--- config.mk ---
export PLATFORM = sky130hd
export DESIGN_NAME = sort7_stream_ctrl
export DESIGN_NICKNAME = d
export VERILOG_FILES = /design/src/rtl/sort7_stream_ctrl.sv
export SDC_FILE = /design/constraint.sdc
export NUM_CORES = 1
export LEC_CHECK = 0
export ABC_AREA = 1
export CAP_MARGIN = 5
export CORE_ASPECT_RATIO = 0.75
export CORE_MARGIN = 2
export CORE_UTILIZATION = 40
export CTS_BUF_LIST = sky130_fd_sc_hd__clkbuf_4 sky130_fd_sc_hd__clkbuf_8
export CTS_CLUSTER_SIZE = 30
export DETAILED_ROUTE_END_ITERATION = 7
export PLACE_DENSITY = 0.68
export SLEW_MARGIN = 20
export SYNTH_ARGS = -nofsm -noshare
export SYNTH_HDL_FRONTEND = slang
export SYNTH_SLANG_ARGS = --single-unit
--- constraint.sdc ---
create_clock -name clk -period 3.45 [get_ports clk]
set_input_delay 0.69 -clock clk [delete_from_list [all_inputs] [get_ports clk]]
set_output_delay 0.69 -clock clk [all_outputs]
set_load 0.02 [all_outputs]
--- src/rtl/sort7_stream_ctrl.sv ---
// sort7_stream_ctrl: gathers up to 7 serial words, presents them to an external
// 7-input ascending sorter, captures the sorted result and streams the first
// frame_len words back out. Optional sorter self-check under SORT7_CHECK_EN.
module sort7_stream_ctrl #(
  parameter int unsigned       DATA_W   = 32,
  parameter int unsigned       SORT_LAT = 0,
  parameter logic [DATA_W-1:0] PAD_VAL  = '1
) (
  input  logic                clk,
  input  logic                rst,
  input  logic                in_valid,
  output logic                in_ready,
  input  logic [DATA_W-1:0]   in_data,
  input  logic                in_last,
  output logic [7*DATA_W-1:0] srt_in,
  input  logic [7*DATA_W-1:0] srt_out,
  output logic                out_valid,
  input  logic                out_ready,
  output logic [DATA_W-1:0]   out_data,
  output logic                out_last,
  output logic                busy,
  output logic                sort_err
);

  localparam int unsigned NSLOT  = 7;
  localparam int unsigned CNT_W  = 3;
  localparam int unsigned WCNT_W = (SORT_LAT > 0) ? $clog2(SORT_LAT + 1) : 1;

  localparam logic [1:0] ST_LOAD  = 2'd0;
  localparam logic [1:0] ST_WAIT  = 2'd1;
  localparam logic [1:0] ST_DRAIN = 2'd2;

  logic [1:0]        r_state,     w_state_nxt;
  logic [CNT_W-1:0]  r_count,     w_count_nxt;
  logic [CNT_W-1:0]  r_frame_len, w_len_nxt;
  logic [CNT_W-1:0]  r_rd_idx,    w_rd_nxt;
  logic [WCNT_W-1:0] r_wait_cnt,  w_wcnt_nxt;
  logic [DATA_W-1:0] r_slots [NSLOT];
  logic [DATA_W-1:0] w_slots_nxt [NSLOT];
  logic [DATA_W-1:0] r_obuf [NSLOT];
  logic [DATA_W-1:0] w_obuf_nxt [NSLOT];
  logic              r_in_ready,  w_ir_nxt;
  logic              r_out_valid, w_ov_nxt;
  logic [DATA_W-1:0] r_out_data,  w_od_nxt;
  logic              r_out_last,  w_ol_nxt;
  logic              r_busy,      w_busy_nxt;
  logic              w_capture;
  logic [CNT_W-1:0]  w_rd_inc;

  // Next-state and next-output logic for the load / wait / drain sequencer
  always_comb begin
    w_state_nxt = r_state;
    w_count_nxt = r_count;
    w_len_nxt   = r_frame_len;
    w_rd_nxt    = r_rd_idx;
    w_wcnt_nxt  = r_wait_cnt;
    w_slots_nxt = r_slots;
    w_obuf_nxt  = r_obuf;
    w_ir_nxt    = r_in_ready;
    w_ov_nxt    = r_out_valid;
    w_od_nxt    = r_out_data;
    w_ol_nxt    = r_out_last;
    w_capture   = 1'b0;
    w_rd_inc    = r_rd_idx + CNT_W'(1);

    case (r_state)
      ST_LOAD: begin
        if (in_valid && r_in_ready) begin
          for (int unsigned k = 0; k < NSLOT; k++) begin
            if (CNT_W'(k) == r_count) w_slots_nxt[k] = in_data;
          end
          w_count_nxt = r_count + CNT_W'(1);
          // in_last or the 7th word closes the frame
          if (in_last || (r_count == CNT_W'(NSLOT - 1))) begin
            w_state_nxt = ST_WAIT;
            w_len_nxt   = r_count + CNT_W'(1);
            w_wcnt_nxt  = '0;
            w_ir_nxt    = 1'b0;
          end
        end
      end
      ST_WAIT: begin
        if (r_wait_cnt == WCNT_W'(SORT_LAT)) begin
          w_capture = 1'b1;
          for (int unsigned k = 0; k < NSLOT; k++) begin
            w_obuf_nxt[k] = srt_out[k*DATA_W +: DATA_W];
          end
          w_rd_nxt    = '0;
          w_state_nxt = ST_DRAIN;
        end else begin
          w_wcnt_nxt = r_wait_cnt + WCNT_W'(1);
        end
      end
      ST_DRAIN: begin
        if (!r_out_valid) begin
          // first drain cycle presents obuf[0]
          w_ov_nxt = 1'b1;
          w_od_nxt = r_obuf[0];
          w_ol_nxt = (r_frame_len == CNT_W'(1));
        end else if (out_ready) begin
          if (r_out_last) begin
            w_state_nxt = ST_LOAD;
            w_ov_nxt    = 1'b0;
            w_ol_nxt    = 1'b0;
            w_count_nxt = '0;
            w_ir_nxt    = 1'b1;
            for (int unsigned k = 0; k < NSLOT; k++) w_slots_nxt[k] = PAD_VAL;
          end else begin
            w_rd_nxt = w_rd_inc;
            w_od_nxt = r_obuf[w_rd_inc];
            w_ol_nxt = (w_rd_inc == (r_frame_len - CNT_W'(1)));
          end
        end
      end
      default: begin
        w_state_nxt = ST_LOAD;
        w_count_nxt = '0;
        w_ir_nxt    = 1'b1;
        w_ov_nxt    = 1'b0;
        w_ol_nxt    = 1'b0;
      end
    endcase

    w_busy_nxt = !((w_state_nxt == ST_LOAD) && (w_count_nxt == '0));
  end

  // State and datapath registers with synchronous reset
  always_ff @(posedge clk) begin
    if (rst) begin
      r_state     <= ST_LOAD;
      r_count     <= '0;
      r_frame_len <= '0;
      r_rd_idx    <= '0;
      r_wait_cnt  <= '0;
      r_in_ready  <= 1'b1;
      r_out_valid <= 1'b0;
      r_out_data  <= '0;
      r_out_last  <= 1'b0;
      r_busy      <= 1'b0;
      for (int unsigned k = 0; k < NSLOT; k++) begin
        r_slots[k] <= PAD_VAL;
        r_obuf[k]  <= '0;
      end
    end else begin
      r_state     <= w_state_nxt;
      r_count     <= w_count_nxt;
      r_frame_len <= w_len_nxt;
      r_rd_idx    <= w_rd_nxt;
      r_wait_cnt  <= w_wcnt_nxt;
      r_in_ready  <= w_ir_nxt;
      r_out_valid <= w_ov_nxt;
      r_out_data  <= w_od_nxt;
      r_out_last  <= w_ol_nxt;
      r_busy      <= w_busy_nxt;
      r_slots     <= w_slots_nxt;
      r_obuf      <= w_obuf_nxt;
    end
  end

  // Sorter inputs mirror the load slots
  always_comb begin
    srt_in = '0;
    for (int unsigned k = 0; k < NSLOT; k++) srt_in[k*DATA_W +: DATA_W] = r_slots[k];
  end

  assign in_ready  = r_in_ready;
  assign out_valid = r_out_valid;
  assign out_data  = r_out_data;
  assign out_last  = r_out_last;
  assign busy      = r_busy;

`ifdef SORT7_CHECK_EN
  logic       r_sort_err;
  logic       w_chk_bad;
  logic [3:0] w_pad_cnt;

  // Sorter sanity: ascending order and enough pads survive for a short frame
  always_comb begin
    w_chk_bad = 1'b0;
    w_pad_cnt = '0;
    for (int unsigned k = 0; k < NSLOT - 1; k++) begin
      if (srt_out[k*DATA_W +: DATA_W] > srt_out[(k+1)*DATA_W +: DATA_W]) w_chk_bad = 1'b1;
    end
    for (int unsigned k = 0; k < NSLOT; k++) begin
      if (srt_out[k*DATA_W +: DATA_W] == PAD_VAL) w_pad_cnt = w_pad_cnt + 4'd1;
    end
    if (w_pad_cnt < (4'(NSLOT) - {1'b0, r_frame_len})) w_chk_bad = 1'b1;
  end

  // Sticky error flag, cleared only by reset
  always_ff @(posedge clk) begin
    if (rst) r_sort_err <= 1'b0;
    else if (w_capture && w_chk_bad) r_sort_err <= 1'b1;
  end

  assign sort_err = r_sort_err;
`else
  assign sort_err = 1'b0;
`endif

endmodule

; ---- Yosys cells after proc, flatten, opt, wreduce, memory -nomap -nowiden
; Cells that the tools add are included.
[totals]
register_bits = 496
elab_cells = 138
input_bits = 261
out_inout_bits = 261
[op_classes]
n_reduce_logical = 26
n_addsub = 4
bitwise_logic = 4
eq_ne = 28
n_lt_le_gt_ge = 1
muxes = 51
[op_table]
columns = cell, n
row1 = 2-to-1 mux 224 bit, 4
row2 = one-hot mux 224 bit (2 select lines), 1
row3 = 2-to-1 mux 32 bit, 12
row4 = binary-select mux 32 bit (select 3 bit), 1
row5 = AND reduction 6 bit, 8
row6 = "inequality test 2 bit, second input constant", 16
row7 = 2-to-1 mux 3 bit, 8
row8 = 2-to-1 mux 1 bit, 12
row9 = 2-to-1 mux 2 bit, 6
row10 = "== test 3 bit, first input constant", 3
row11 = one-hot mux 3 bit (3 select lines), 1
row12 = AND reduction 3 bit, 3
row13 = "adder 3 x 1 -> 3 bit, second input constant", 2
row14 = "== test 2 x 3 -> 1 bit, first input constant", 2
row15 = zero test 3 bit, 2
row16 = one-hot mux 1 bit (2 select lines), 3
row17 = one-hot mux 2 bit (3 select lines), 1
row18 = one-hot mux 3 bit (2 select lines), 1
row19 = nonzero test 2 bit, 3
row20 = AND reduction 5 bit, 1
row21 = ">= comparator 4 bit, second input constant", 1
row22 = zero test 2 bit, 2
row23 = NOT 3 -> 4 bit, 1
row24 = AND reduction 2 bit, 2
row25 = 15 further kinds, 18

; ---- Depth between registers and ports, before layout
; Gate-level depths: netlist of the first run.
[logic_depth]
word_depth = 8
mapped_depth = 12
depth_no_buf = 12

; ---- Worst setup path after synthesis of the first run
; Ideal clock, no wire load.
[synth_timing]
path_kind = input to register
from = in out_ready
to = reg r_slots, in the netlist srt_in[128]
setup_slack_ps = 1659
stages = 10
n_path_buf = 1
t_arrival_ps = 1658
setup_ps = 134
required_ps = 3316
cell_sequence = nand2_1 -> nand2_1 -> inv_2 -> nor2_2 -> o21ai_2 -> nor2_4 -> inv_2 -> buf_2 -> nand2_1 -> nand3_1
[synth_between]
elab_chain_cells = 2
[synth_lines]
columns = item, line
row1 = start: declaration, 18  ; input logic out_ready,
row2 = inequality test 2 bit (no source line), --
row3 = AND reduction 6 bit (no source line), --
row4 = end signal: assignment, 155  ; r_slots <= w_slots_nxt;
row5 = end: declaration, 38  ; logic [DATA_W-1:0] r_slots [NSLOT];
; No other way between the ends.
; A chain may end at the register's enable or synchronous reset.

; ---- Final worst setup path of the first run
[layout_timing]
from = reg r_rd_idx[0]
to = reg r_out_data[15] (netlist: out_data[15])
[layout_between]
elab_chain_cells = 8
[layout_lines]
columns = item, line
row1 = start: declaration, 36  ; logic [CNT_W-1:0] r_rd_idx, w_rd_nxt;
row2 = start signal: assignment, 148  ; r_rd_idx <= w_rd_nxt;
row3 = adder 3 x 1 -> 3 bit, 64  ; w_rd_inc = r_rd_idx + CNT_W'(1);
row4 = NOT 3 -> 4 bit (not written as such), 110  ; w_od_nxt = r_obuf[w_rd_inc];
row5 = binary-select mux 32 bit (select 3 bit), 110
row6 = 2-to-1 mux 32 bit (not written as such) (2 in a row), 110
row7 = 2-to-1 mux 32 bit, 101  ; if (r_out_last) begin
row8 = 2-to-1 mux 32 bit, 100  ; end else if (out_ready) begin
row9 = 2-to-1 mux 32 bit, 95  ; if (!r_out_valid) begin
row10 = end signal: assignment, 152  ; r_out_data <= w_od_nxt;
row11 = end: declaration, 44  ; logic [DATA_W-1:0] r_out_data, w_od_nxt;
; No other way between the ends. The select of a mux whose other input is x is not followed.

==> run summary, run 1 <==
Post-synth top area share -> 50.32%
CTS max path bufs -> 3
Post-CTS Setup Bufs -> 0
DRT Pass-1 Iters -> 6
Post-Route WL -> 73230 microns
Routed len/inst -> 19.30 microns
Final min period -> 2583 ps
Worst Path Buf+Inv -> 3
Final HPWL DP -> 50380 microns
Total Routing Usage GR -> 27.82%
Critical path's top delay family -> buffers and inverters
Syn Inst Count -> 2675
I/O pins -> 522
Final setup viols -> 0
CTS root buffer -> clkbuf_8
Critical Path RT -> 4060 ps
Main synth FF type -> dfxtp_1
Syn nets -> 2948
TritonCTS Sinks -> 495
Num rows -> 70
Vias in the first global route -> 18618
Power per cell area -> 695.5 nW/um^2
Register area share after synthesis -> 50.32%
CP max FO -> 56
Crit path arrival time -> 3190 ps
Initial DRC count -> 1956
Number of buffers created by CTS -> 80
Die Area -> 51040 sq um
CP startpoint kind -> register
Number of max-cap violations -> 0
Fill cell count -> 4505
Static leakage power -> 0.01153 uW
Via/cell ratio -> 5.287
Critical Path Sink Type -> register
# hold bufs at CTS -> 0
Worst path cell trace -> buf_4 > clkinv_1 > buf_4 > a21oi_1 > o21ai_0 > nand2_1 > nand3_1 > a21oi_1
Async SR Flop Fraction -> 0%
Residual DRC -> 0
Synth-to-Final Area Change -> 37.40%
Footprint of the multi-input gates -> 8369 sq um
Worst slew margin -> 25.52%
GPL Wtd Cong -> 0.9573
H-tree depth -> 3
Peak VDD IR -> 0.3132 mV
Synthesized flop and latch total -> 495
Reg clk slew, reported paths -> 60 ps
Vias -> 20065
Final Max Slew Viols -> 0
Setup TNS -> 0 ps
Nets -> 3350
Status -> finished, final reports clean
Post-synth top area cell -> dfxtp_1
Grt total ovfl -> 0
Fin. Hold Viols -> 0
Fin crit share -> 74.86%
Syn_area_per_cell -> 7.362 sq um
Critical path class -> register to register
Final clock skew -> 27.70 ps
Initial Util -> 40.44%
Die W -> 260.2 microns
Distinct cells, synth -> 27
Register area -> 9915 sq um
Maximum clock rate -> 387.2 MHz
Largest net degree at the start of global routing -> 118
HP Class -> register to register
Post-synth EDFFs -> 0
DRT antenna net count -> 0
Number of port buffers -> 520
Clock insertion delay at the later pin of the skew report -> 680 ps
Post-CTS Resized -> 0
CTS tree -> yes
Worst slew pin tran -> 1117 ps
Initial antenna violation count -> 9
Crit-path max cell delay -> 470 ps
RSZ-0062 raised after global routing -> no
Cell Area, Synth -> 19690 sq um
Yosys warns -> 0
Layout cells sized above 1 -> 7.584%
Largest cells by area after synthesis -> dfxtp_1, nand2_1, o21ai_0
Final core utilization -> 55.57%
Die Height -> 196.2 microns
Core area -> 48700 sq um
First-pass GRT wire length -> 110000 microns
Critical Path Slowest Stage Cell -> buf_4
power by group:
part / internal [uW] / total (uW) / switching, uW / leakage (uW)
Clock: 3300 / 5720 / 2420 / 0.000959
Sequential: 6810 / 7380 / 562 / 0.00405
Combinational: 2240 / 5720 / 3480 / 0.00652
cell families (layout without fill, tap and decap cells):
group	Yosys count	in the layout	synth area share (%)
xor+xnor	4	4	0.2161
buf+inv	365	828	7.402
compound gates	633	633	16.53
fa+ha+maj	12	12	0.7624
flops	495	495	50.32
simple gates	1165	1165	24.75
other cells	1	10	0.01904
synth_stat cells, types with 2 or more instances:
cell,instances
nand2_1,556
dfxtp_1,495
o21ai_0,324
nand3_1,301
a21oi_1,270
nor2_1,267
clkbuf_1,165
inv_1,117
buf_2,61
or2_2,33
o211ai_1,32
ha_1,12
inv_2,10
buf_1,7
o21ai_1,5
nor2_4,4
buf_4,3
clkinv_1,2
nor2_2,2
xor2_1,2
layout by cell type (no fill, tap or decap), types with 2 or more instances in the layout:
cell / n
nand2_1: 556
clkdlybuf4s50_1: 520
dfxtp_1: 493
o21ai_0: 324
nand3_1: 301
a21oi_1: 270
nor2_1: 267
inv_1: 116
clkbuf_8: 107
or2_2: 33
o211ai_1: 32
buf_4: 24
clkbuf_4: 22
buf_12: 12
inv_2: 10
diode_2: 9
ha_1: 9
clkinv_2: 7
nor2_4: 5
o21ai_1: 5
bufinv_16: 4
inv_8: 2
xor2_1: 2
ha_4: 2
clkinvlp_4: 2
final timing paths:
path	start	to	slack, ps	cells after the start
setup reg to reg	r_rd_idx[0]$_SDFFE_PP0P_	out_data[15]$_SDFFE_PP0P_	870	8
hold reg to reg	srt_in[48]$_SDFFE_PP1P_	srt_in[48]$_SDFFE_PP1P_	450	2
setup / recovery	r_rd_idx[0]$_SDFFE_PP0P_	out_data[15]$_SDFFE_PP0P_	870	8
hold / removal	srt_in[48]$_SDFFE_PP1P_	srt_in[48]$_SDFFE_PP1P_	450	2
per-layer routing:
layer / vias up / GRT usage [%] / share of wire [%]
li1: 9561 / - / -
met1: 9472 / 39.11 / 45
met2: 865 / 41.58 / 44
met3: 167 / 6.008 / 8.2
met4: 0 / 10.65 / 3.6
met5: - / 0 / 0
final cells by class:
| cell class | instances | share of cell area, % |
|---|---|---|
| timing repair buffer | 556 | 20.79 |
| antenna | 9 | 0.08323 |
| sequential | 495 | 36.64 |
| multi-input combinational | 1815 | 30.93 |
| clock inverter | 14 | 0.6612 |
| inverter | 129 | 1.845 |
| tap | 648 | 2.996 |
| clock buffer | 129 | 6.053 |
registers in the layout (all words and copies together) (netlist names):
signal,cells
r_state,2
out_data,32
out_valid,1
r_count,3
busy,1
r_obuf,224
r_frame_len,3
srt_in,224
out_last,1
in_ready,1
r_rd_idx,3
worst register-to-register path, delay by kind of cell, from the launching register on:
family                 cells  cell delay, ps
flip-flops                 1             360
AND/OR/NAND/NOR            2             440
buffers and inverters      3            1250
AO/OA/AOI/OAI              3             470
stage by stage:
step	area (sq um)	power (uW)	std cells	worst slack [ps]	hold WS [ps]
final	27060	18820	3795	867.5	452.8
after global placement	25220	13020	3643	829.9	439.3
after global routing	27050	19760	3793	589.6	473.7
after floorplan	19690	10590	2675	1659	433.5
after detailed placement	25220	13140	3643	807.3	441.3
after CTS	27040	18880	3786	922.8	457.0
(Power assumes the default switching activity.)
==> inputs of run 2 (changes only) <==
- clock period: 3.45 -> 2.6 ns (I/O delays scaled with it)
==> run 2 against run 1 <==
Compared with the run above:
- register-to-register slack got worse by 630 ps
- clock skew fell by 1.1 ps
- clock power rose by 22%
- flip-flop and latch count is the same
- combinational power rose by 34%
- fmax rose by 9.5%
- via count shrank 0.27%
- sequential power is 32% higher
- critical path depth rose by 2
- routed wire length decreased by 1.5%
- final cell count barely moved
- hold slack lost 22 ps
- critical path type unchanged
- largest cell class unchanged
==> run summary, run 2 (synthesized netlist as in run 1, its figures left out) <==
Die W -> 260.2 microns
Via/cell ratio -> 5.271
Fill cell count -> 4509
Num rows -> 70
RSZ-0062 raised after global routing -> no
Nets -> 3357
Final min period -> 2359 ps
GPL Wtd Cong -> 0.9197
Status -> finished, final reports clean
Post-CTS Setup Bufs -> 0
CP max FO -> 32
Commonest non-fill, non-tap cell in the layout -> nand2_1
CTS root buffer -> clkbuf_8
Post-CTS Resized -> 0
Reg clk slew, reported paths -> 70 ps
Final setup viols -> 0
Core area -> 48700 sq um
CTS tree -> yes
Layout cells sized above 1 -> 7.643%
I/O pins -> 522
Synth-to-Final Area Change -> 36.87%
Static leakage power -> 0.01149 uW
Die Height -> 196.2 microns
Critical Path RT -> 3190 ps
CTS max path bufs -> 3
Routed len/inst -> 19.01 microns
Die Area -> 51040 sq um
Critical Path Sink Type -> register
Number of max-cap violations -> 0
Initial Util -> 40.44%
Number of port buffers -> 520
Worst slew pin tran -> 815.1 ps
# hold bufs at CTS -> 0
First-pass GRT wire length -> 109300 microns
Setup TNS -> 0 ps
Critical path class -> register to register
TritonCTS Sinks -> 495
Vias -> 20010
Fin crit share -> 90.74%
Post-Route WL -> 72150 microns
Final clock skew -> 26.65 ps
Maximum clock rate -> 423.9 MHz
DRT antenna net count -> 0
Worst slew margin -> 45.58%
Grt total ovfl -> 0
Commonest non-fill, non-tap cells in the layout -> nand2_1, clkdlybuf4s50_1, dfxtp_1, o21ai_0, nand3_1
Final HPWL DP -> 49570 microns
H-tree depth -> 3
Residual DRC -> 0
Peak VDD IR -> 0.6144 mV
Reg-to-reg slack, setup -> 240 ps
Crit path arrival time -> 2950 ps
Clock insertion delay at the later pin of the skew report -> 680 ps
Vias in the first global route -> 18658
Number of buffers created by CTS -> 79
HP Class -> input pin to register
Final Max Slew Viols -> 0
Fin. Hold Viols -> 0
Total Routing Usage GR -> 27.55%
Power per cell area -> 906.4 nW/um^2
DRT Pass-1 Iters -> 5
Total power draw -> 24430 uW
Largest net degree at the start of global routing -> 134
CP startpoint kind -> register
Initial DRC count -> 1839
Initial antenna violation count -> 12
[run 2: cell count changes in the layout (fill, tap and decap cells not counted), sizes merged]
cell      before  now
diode          9    8
clkinv         8    7
inv          129  130
clkinvlp       2    0
buf           36   44
bufinv         4    0
[run 2: final timing paths]
| check | startpoint | end | cells after the start |
|---|---|---|---|
| worst max-delay path | r_state[0]$_SDFF_PP0_ | srt_in[113]$_SDFFE_PP1P_ | 10 |
| worst max register to register | r_state[0]$_SDFF_PP0_ | srt_in[113]$_SDFFE_PP1P_ | 10 |
| worst min register to register | srt_in[71]$_SDFFE_PP1P_ | srt_in[71]$_SDFFE_PP1P_ | 2 |
| worst min-delay path | srt_out[43] | r_obuf[171]$_SDFFE_PP0N_ | 3 |
[run 2: power breakdown]
| group | switching, uW | internal (uW) |
|---|---|---|
| Clock | 3140 | 3860 |
| Combinational | 4650 | 3030 |
| Sequential | 715 | 9040 |
| Total | 8500 | 15900 |
[run 2: routing by layer]
metal | track usage, % | wire length [microns] | up-vias
li1 | - | - | 9570
met1 | 37.71 | 31500 | 9407
met2 | 41.30 | 31780 | 858
met3 | 6.744 | 6011 | 169
met4 | 11.62 | 2816 | 6
met5 | 0 | 37 | -
[run 2: final cells by class]
type	instances	area (sq um)	share of cell area, %
clock inverter	8	47.55	0.1764
inverter	129	499.2	1.852
antenna	8	20.02	0.07427
clock buffer	129	1594	5.914
tap	648	810.8	3.008
multi-input combinational	1815	8369	31.05
timing repair buffer	564	5698	21.14
sequential	495	9915	36.78
[run 2: through the flow]
stage / utilization [%] / hold slack (ps) / setup WS, ps / std cells / area (sq um)
after global routing: 55.34 / 416.7 / 99.80 / 3795 / 26950
after global placement: 51.94 / 439.0 / 278.0 / 3651 / 25290
after CTS: 55.31 / 378.3 / 255.7 / 3788 / 26930
final: 55.35 / 430.4 / 240.8 / 3796 / 26950
after detailed placement: 51.94 / 442.2 / 196.4 / 3651 / 25290
after floorplan: - / 433.5 / 857.9 / 2675 / 19690
[run 2: critical path, cell delays in order (launching register included)]
cell     delay, ps
dfxtp_1        350
inv_1          120
ha_2           350
nand2_1        130
nand2_1        130
inv_1          100
o21ai_1        140
nor2_4          70
inv_2          600
nand2_1        160
nand3_1        130
